--- src/rtl/ped_walk_controller.sv ---
// Pedestrian walk-phase controller downstream of the vehicle light controller.
// Latches a request, grants Walk at a red rising edge, then runs a flashing countdown.
module ped_walk_controller #(
  parameter int WALK_CYCLES  = 8,
  parameter int FLASH_CYCLES = 6
) (
  input  logic       clk,
  input  logic       reset,
  input  logic       Red,
  input  logic       Green,
  input  logic       Yellow,
  input  logic       ped_button,
  output logic       Walk,
  output logic       DontWalk,
  output logic       ped_waiting,
  output logic [3:0] countdown,
  output logic       fault
);

  localparam logic [1:0] IDLE  = 2'd0;
  localparam logic [1:0] WALK  = 2'd1;
  localparam logic [1:0] FLASH = 2'd2;

  localparam logic [3:0] WC = 4'(WALK_CYCLES);
  localparam logic [3:0] FC = 4'(FLASH_CYCLES);

  logic [1:0] state;
  logic [3:0] wcnt;
  logic       red_q;
  logic       red_rise;
  logic       valid;

  assign red_rise = Red & ~red_q;
  assign valid    = (Red & ~Green & ~Yellow) | (~Red & Green & ~Yellow) |
                    (~Red & ~Green & Yellow);

  always_ff @(posedge clk) begin
    if (reset) begin
      state       <= IDLE;
      wcnt        <= '0;
      red_q       <= 1'b0;
      Walk        <= 1'b0;
      DontWalk    <= 1'b1;
      ped_waiting <= 1'b0;
      countdown   <= '0;
      fault       <= 1'b0;
    end else begin
      red_q <= Red;
      fault <= ~valid;
      // Invalid light inputs force safe outputs; a pending request is held.
      if (!valid) begin
        state     <= IDLE;
        Walk      <= 1'b0;
        DontWalk  <= 1'b1;
        countdown <= '0;
      end else begin
        case (state)
          IDLE: begin
            Walk      <= 1'b0;
            DontWalk  <= 1'b1;
            countdown <= '0;
            if (ped_waiting && red_rise) begin
              // Clear wins over a simultaneous press: the grant serves it.
              state       <= WALK;
              Walk        <= 1'b1;
              DontWalk    <= 1'b0;
              wcnt        <= WC;
              ped_waiting <= 1'b0;
            end else if (ped_button) begin
              ped_waiting <= 1'b1;
            end
          end
          WALK: begin
            if (!Red) begin
              state    <= IDLE;
              Walk     <= 1'b0;
              DontWalk <= 1'b1;
            end else if (wcnt == 4'd1) begin
              state     <= FLASH;
              Walk      <= 1'b0;
              DontWalk  <= 1'b1;
              countdown <= FC;
            end else begin
              wcnt <= wcnt - 4'd1;
            end
          end
          FLASH: begin
            if (!Red) begin
              state     <= IDLE;
              DontWalk  <= 1'b1;
              countdown <= '0;
            end else begin
              if (ped_button) ped_waiting <= 1'b1;
              if (countdown == 4'd1) begin
                state     <= IDLE;
                DontWalk  <= 1'b1;
                countdown <= '0;
              end else begin
                countdown <= countdown - 4'd1;
                DontWalk  <= ~DontWalk;
              end
            end
          end
          default: begin
            state     <= IDLE;
            Walk      <= 1'b0;
            DontWalk  <= 1'b1;
            countdown <= '0;
          end
        endcase
      end
    end
  end

endmodule

--- config.mk ---
export PLATFORM = sky130hd
export DESIGN_NAME = ped_walk_controller
export DESIGN_NICKNAME = d
export VERILOG_FILES = /design/src/rtl/ped_walk_controller.sv
export SDC_FILE = /design/constraint.sdc
export NUM_CORES = 1
export LEC_CHECK = 0
export CAP_MARGIN = 25
export CORE_MARGIN = 1
export CORE_UTILIZATION = 52
export DETAILED_ROUTE_END_ITERATION = 8
export PLACE_DENSITY = 0.75
export SYNTH_ARGS = -nofsm -noshare
export SYNTH_HDL_FRONTEND = slang
export SYNTH_SLANG_ARGS = --single-unit
--- constraint.sdc ---
create_clock -name clk -period 2.02 [get_ports clk]
set_input_delay 0.404 -clock clk [delete_from_list [all_inputs] [get_ports clk]]
set_output_delay 0.404 -clock clk [all_outputs]
set_load 0.03 [all_outputs]
; ---- Word level (Yosys, flattened, before mapping)
; Index checks and enable logic that the tools add are counted.
[totals]
ff_bits = 15
out_inout_bits = 8
word_cells = 76
[classes]
addsub = 2
n_eq_ne = 11
muxes = 29
bitwise_logic = 16
reduce_logical = 10
[op_table]
columns = cell, n
row1 = 4-bit 2-to-1 mux, 7
row2 = 4-bit case mux with 2 select lines, 2
row3 = 1-bit 2-to-1 mux, 11
row4 = 2-bit 2-to-1 mux, 5
row5 = 2-bit inequality test (second input constant), 5
row6 = 4-bit by 1-bit equality test with 1-bit output (second input constant), 2
row7 = 4-bit by 1-bit subtractor with 4-bit output (second input constant), 2
row8 = 1-bit AND, 7
row9 = 1-bit inverter, 7
row10 = 3-bit inequality test (second input constant), 2
row11 = 1-bit case mux with 3 select lines, 2
row12 = 2-bit case mux with 3 select lines, 1
row13 = 3-bit AND reduction, 2
row14 = 5-bit AND reduction, 1
row15 = 2-bit AND reduction, 2
row16 = 2-bit nonzero test, 2
row17 = 2-bit by 1-bit equality test with 1-bit output (second input constant), 1
row18 = 2-bit equality test (second input constant), 1
row19 = 2-bit logical NOT, 1
row20 = 1-bit OR, 2
row21 = 1-bit case mux with 2 select lines, 1
row22 = 2-bit OR reduction, 1
row23 = 1-bit logical AND, 1

; ---- Longest topological paths before layout
[logic_depth]
word_depth = 7
ltp_mapped = 7
mapped_depth_nobuf = 6

; ---- Worst setup path after synthesis
; OpenSTA, ideal clock, no wires.
[synth_path]
path_kind = reg-to-reg
start = reg countdown[0]
end = reg state[0]
setup_time_ns = 0.142
t_arrival_ns = 1.672
required_time_ns = 1.878
setup_slack_ns = 0.206
path_stages_with_launch = 6
path_cell_list = dfxtp_1 ha_1 or3b_2 a32oi_1 a21o_1 a21oi_1
[synth_via]
elab_chain_len = 3
[synth_lines]
columns = element, line
row1 = start: declaration, 16  ; output logic [3:0] countdown,
row2 = start signal: assignment, 99  ; countdown <= countdown - 4'd1;
row3 = 4-bit by 1-bit equality test with 1-bit output, 94  ; if (countdown == 4'd1) begin
row4 = 3-bit inequality test (no source line), n/a
row5 = 3-bit AND reduction (no source line), n/a
row6 = end signal: assignment, 89  ; state <= IDLE;
row7 = end signal: assignment, 95  ; state <= IDLE;
row8 = end signal: assignment, 105  ; state <= IDLE;
row9 = end: declaration, 27  ; logic [1:0] state;
; Every way passes these cells.
; A chain may end at the register's enable or synchronous reset.

; ---- Final worst setup path
[layout_path]
start = reg wcnt[1]
end = reg countdown[3]
[layout_via]
elab_chain_len = 3
[layout_lines]
columns = element, line
row1 = start: declaration, 28  ; logic [3:0] wcnt;
row2 = start signal: assignment, 84  ; wcnt <= wcnt - 4'd1;
row3 = 4-bit by 1-bit equality test with 1-bit output, 78  ; end else if (wcnt == 4'd1) begin
row4 = 2-bit inequality test (no source line), n/a
row5 = 2-bit AND reduction (no source line), n/a
; Every way passes these cells.

==> results by group <==
STA
  – Final Hold Slack: 0.4894 ns
  – Final setup viols: 0
  – Upper clock frequency limit: 523.2 MHz
  – Final hold violation count: 0
  – Headroom to the max-slew limit: 74.42%
  – Max-slew violations: 0
  – Worst Tran Pin Value: 0.3838 ns
  – Min Tclk post-route: around 1.9 ns
  – RSZ-0062 raised after global routing: no
  – Layout Skew: ~0.0014 ns
  – Period utilization: a little over nine tenths

Die
  – Die X: 43.77 um
  – Die area: 0.001915 mm2
  – DIE HEIGHT: 43.77 um
  – Core Rows: 14
  – Core area: roughly 0.0016 mm2
  – Io pins: 14
  – Initial Util: 58.19%

Synth
  – Top FF cell, synth: dfxtp_1
  – Synth area leaders: dfxtp_1, ha_1, a21oi_1
  – Syn Inst Count: 107
  – Seq cells post-synth: 15
  – Yosys cell types: 38
  – Seq/Total Area, Yosys: 33.10%
  – Cell taking the most area after synthesis: dfxtp_1
  – Syn Area/Cell: 8.478 um2
  – Synth Net Count: 120
  – YS warnings: 0
  – Post-synth EDFFs: 0
  – Async set-reset flop share out of synthesis: 0%
  – Netlist Area Pre-Place: about 900 um2
  – Area share of the largest cell type after synthesis: 33.10%

Job
  – Max-Cap Viols: 0

Final layout
  – Diode count: 0
  – Fin util: 74.88%
  – Register area: roughly 300 um2
  – Fillers: 118
  – Multi-input logic area: about 560 um2
  – Fin nets: about 150
  – Final instance area: ~0.0012 mm2
  – P&R area growth vs syn: 28.69%
  – Share of post-route cells with drive strength above 1: between 15 and 20%

Critical path
  – Crit path max fanout: 4
  – Setup CP Type: reg -> reg
  – CP startpoint kind: flip-flop
  – Crit end category: flip-flop
  – Crit path required time: 2.24 ns
  – Path depth of the worst reg2reg path: 6
  – CP arrival: ~2.1 ns

Worst hold path
  – Hold crit path type: reg -> reg
  – WHS Path Cells: 2

Clocking
  – Setup Buffers After CTS: 0
  – Inserted Clock Buffers: 3
  – # H-tree levels: 1
  – CTS root buffer: clkbuf_4
  – Max Buffers Root-to-Sink: 2
  – Clk sinks: 15
  – Hold buffer count at CTS: 0
  – Worst skew pair latency: 0.29 ns
  – Cts repair resizes: 0
  – TritonCTS clock tree: built
  – Clock Pin Slew Worst Setup and Hold Paths: 0.08 ns

Drt
  – Antenna Nets Post-Route: 0
  – DR DRC count: 1
  – Wirelength per Cell: roughly 14 um
  – Initial detailed-routing violation count: 30
  – Routed wire length: about 2200 um
  – Via count: between 900 and 1000
  – Via/cell ratio: 6.100
  – First-pass DRT Iterations: 6

Placed design
  – Placed cell areas: around 0.0011 mm2
  – Detail Placement HPWL: roughly 1600 um
  – IO buf count: 13
  – Global placement routability congestion: ~0.86

GRT
  – Largest net degree at the start of global routing: 10
  – First-pass GRT wire length: 3601 um
  – Initial antenna violation count: 0
  – GR Util All Layers: 25.58%
  – Remaining global-route overflow: 0
  – Vias in the first global route: 820

Power
  – Leakage: 0.4441 nW
  – IR drop worst, VDD: 400.4 uV
  – PwrDens: 505.3 mW/mm2
  – Final Power: 589.9 uW

Outcome
  – Status: finished, violations left
  – Failing checks: DRC
registers in the layout (all words and copies together), names as in the netlist:
name         count
countdown        4
red_q            1
DontWalk         1
state            2
wcnt             4
Walk             1
ped_waiting      1
fault            1
routing by layer:
layer  track usage [%]  wire length [um]
met1             31.14               942
met3             6.250               131
met2             42.39              1041
met5                 0                 0
met4             11.25                38
power by group:
part | switching [mW] | internal (mW)
logic | 0.0559 | 0.0524
clock network | 0.0950 | 0.0769
registers | 0.00572 | 0.304
cells in the mapped netlist (all sizes together), types with 3 or more instances:
master and count:
nand3 3, o21ai 8, nand4 5, o211ai 3
nor2 4, inv 10, a21oi 9, a31oi 4
ha 7, or4 3, dfxtp 15, nand2 7
path summary, 6_finish.rpt:
check / start / slack (ns) / endpoint
max reg2reg: wcnt[1] / 0.11 / countdown[3]
min: Walk / 0.49 / Walk
min reg2reg: Walk / 0.49 / Walk
max: wcnt[1] / 0.11 / countdown[3]
cell type report:
class,instances,share of cell area (%)
well taps,16,1.715
clock buffers,4,2.251
multi-input cells,79,47.59
flip-flops and latches,15,25.72
repair buffers,26,19.51
inverters,10,3.215
per-stage QoR:
step           std cells   TNS, ns  setup WS [ns]
2_1_floorplan        107         0         0.2064
3_3_place_gp         146  -0.06764       -0.04262
3_5_place_dp         146   -0.1393       -0.07503
4_1_cts              150         0         0.1066
5_1_grt              150         0        0.01727
6_report             150         0         0.1088
worst max-delay path, stage by stage (launching register included):
cell	delay [ns]
dfxtp_1	0.33
inv_1	0.07
ha_1	0.16
or3b_4	0.41
o21a_4	0.22
or4_1	0.50
a31oi_1	0.16
logic make-up after synthesis:
logic type | Yosys count | share of synthesized area (%)
buf+inv | 13 | 5.655
simple gates | 36 | 25.24
flops | 15 | 33.10
mux | 1 | 1.103
compound gates | 34 | 24.28
fa+ha+maj | 7 | 9.655
xor+xnor | 1 | 0.9657
layout by cell type (no fill, tap or decap), types with 2 or more instances in the layout:
cell type        Yosys  routed
a31oi_1              4       4
dfxtp_1             15      15
a21oi_1              9       9
nand4b_1             2       2
nand2_1              7       7
nand4_1              5       5
or4_1                3       3
nand3_1              3       3
o21ai_0              8       8
buf_4                0      13
clkbuf_4             0       3
clkdlybuf4s50_1      0      13
nor2_1               4       4
a21o_1               2       2
o211ai_1             3       3
ha_1                 7       7
inv_1               10      10
(Power assumes the default switching activity.)
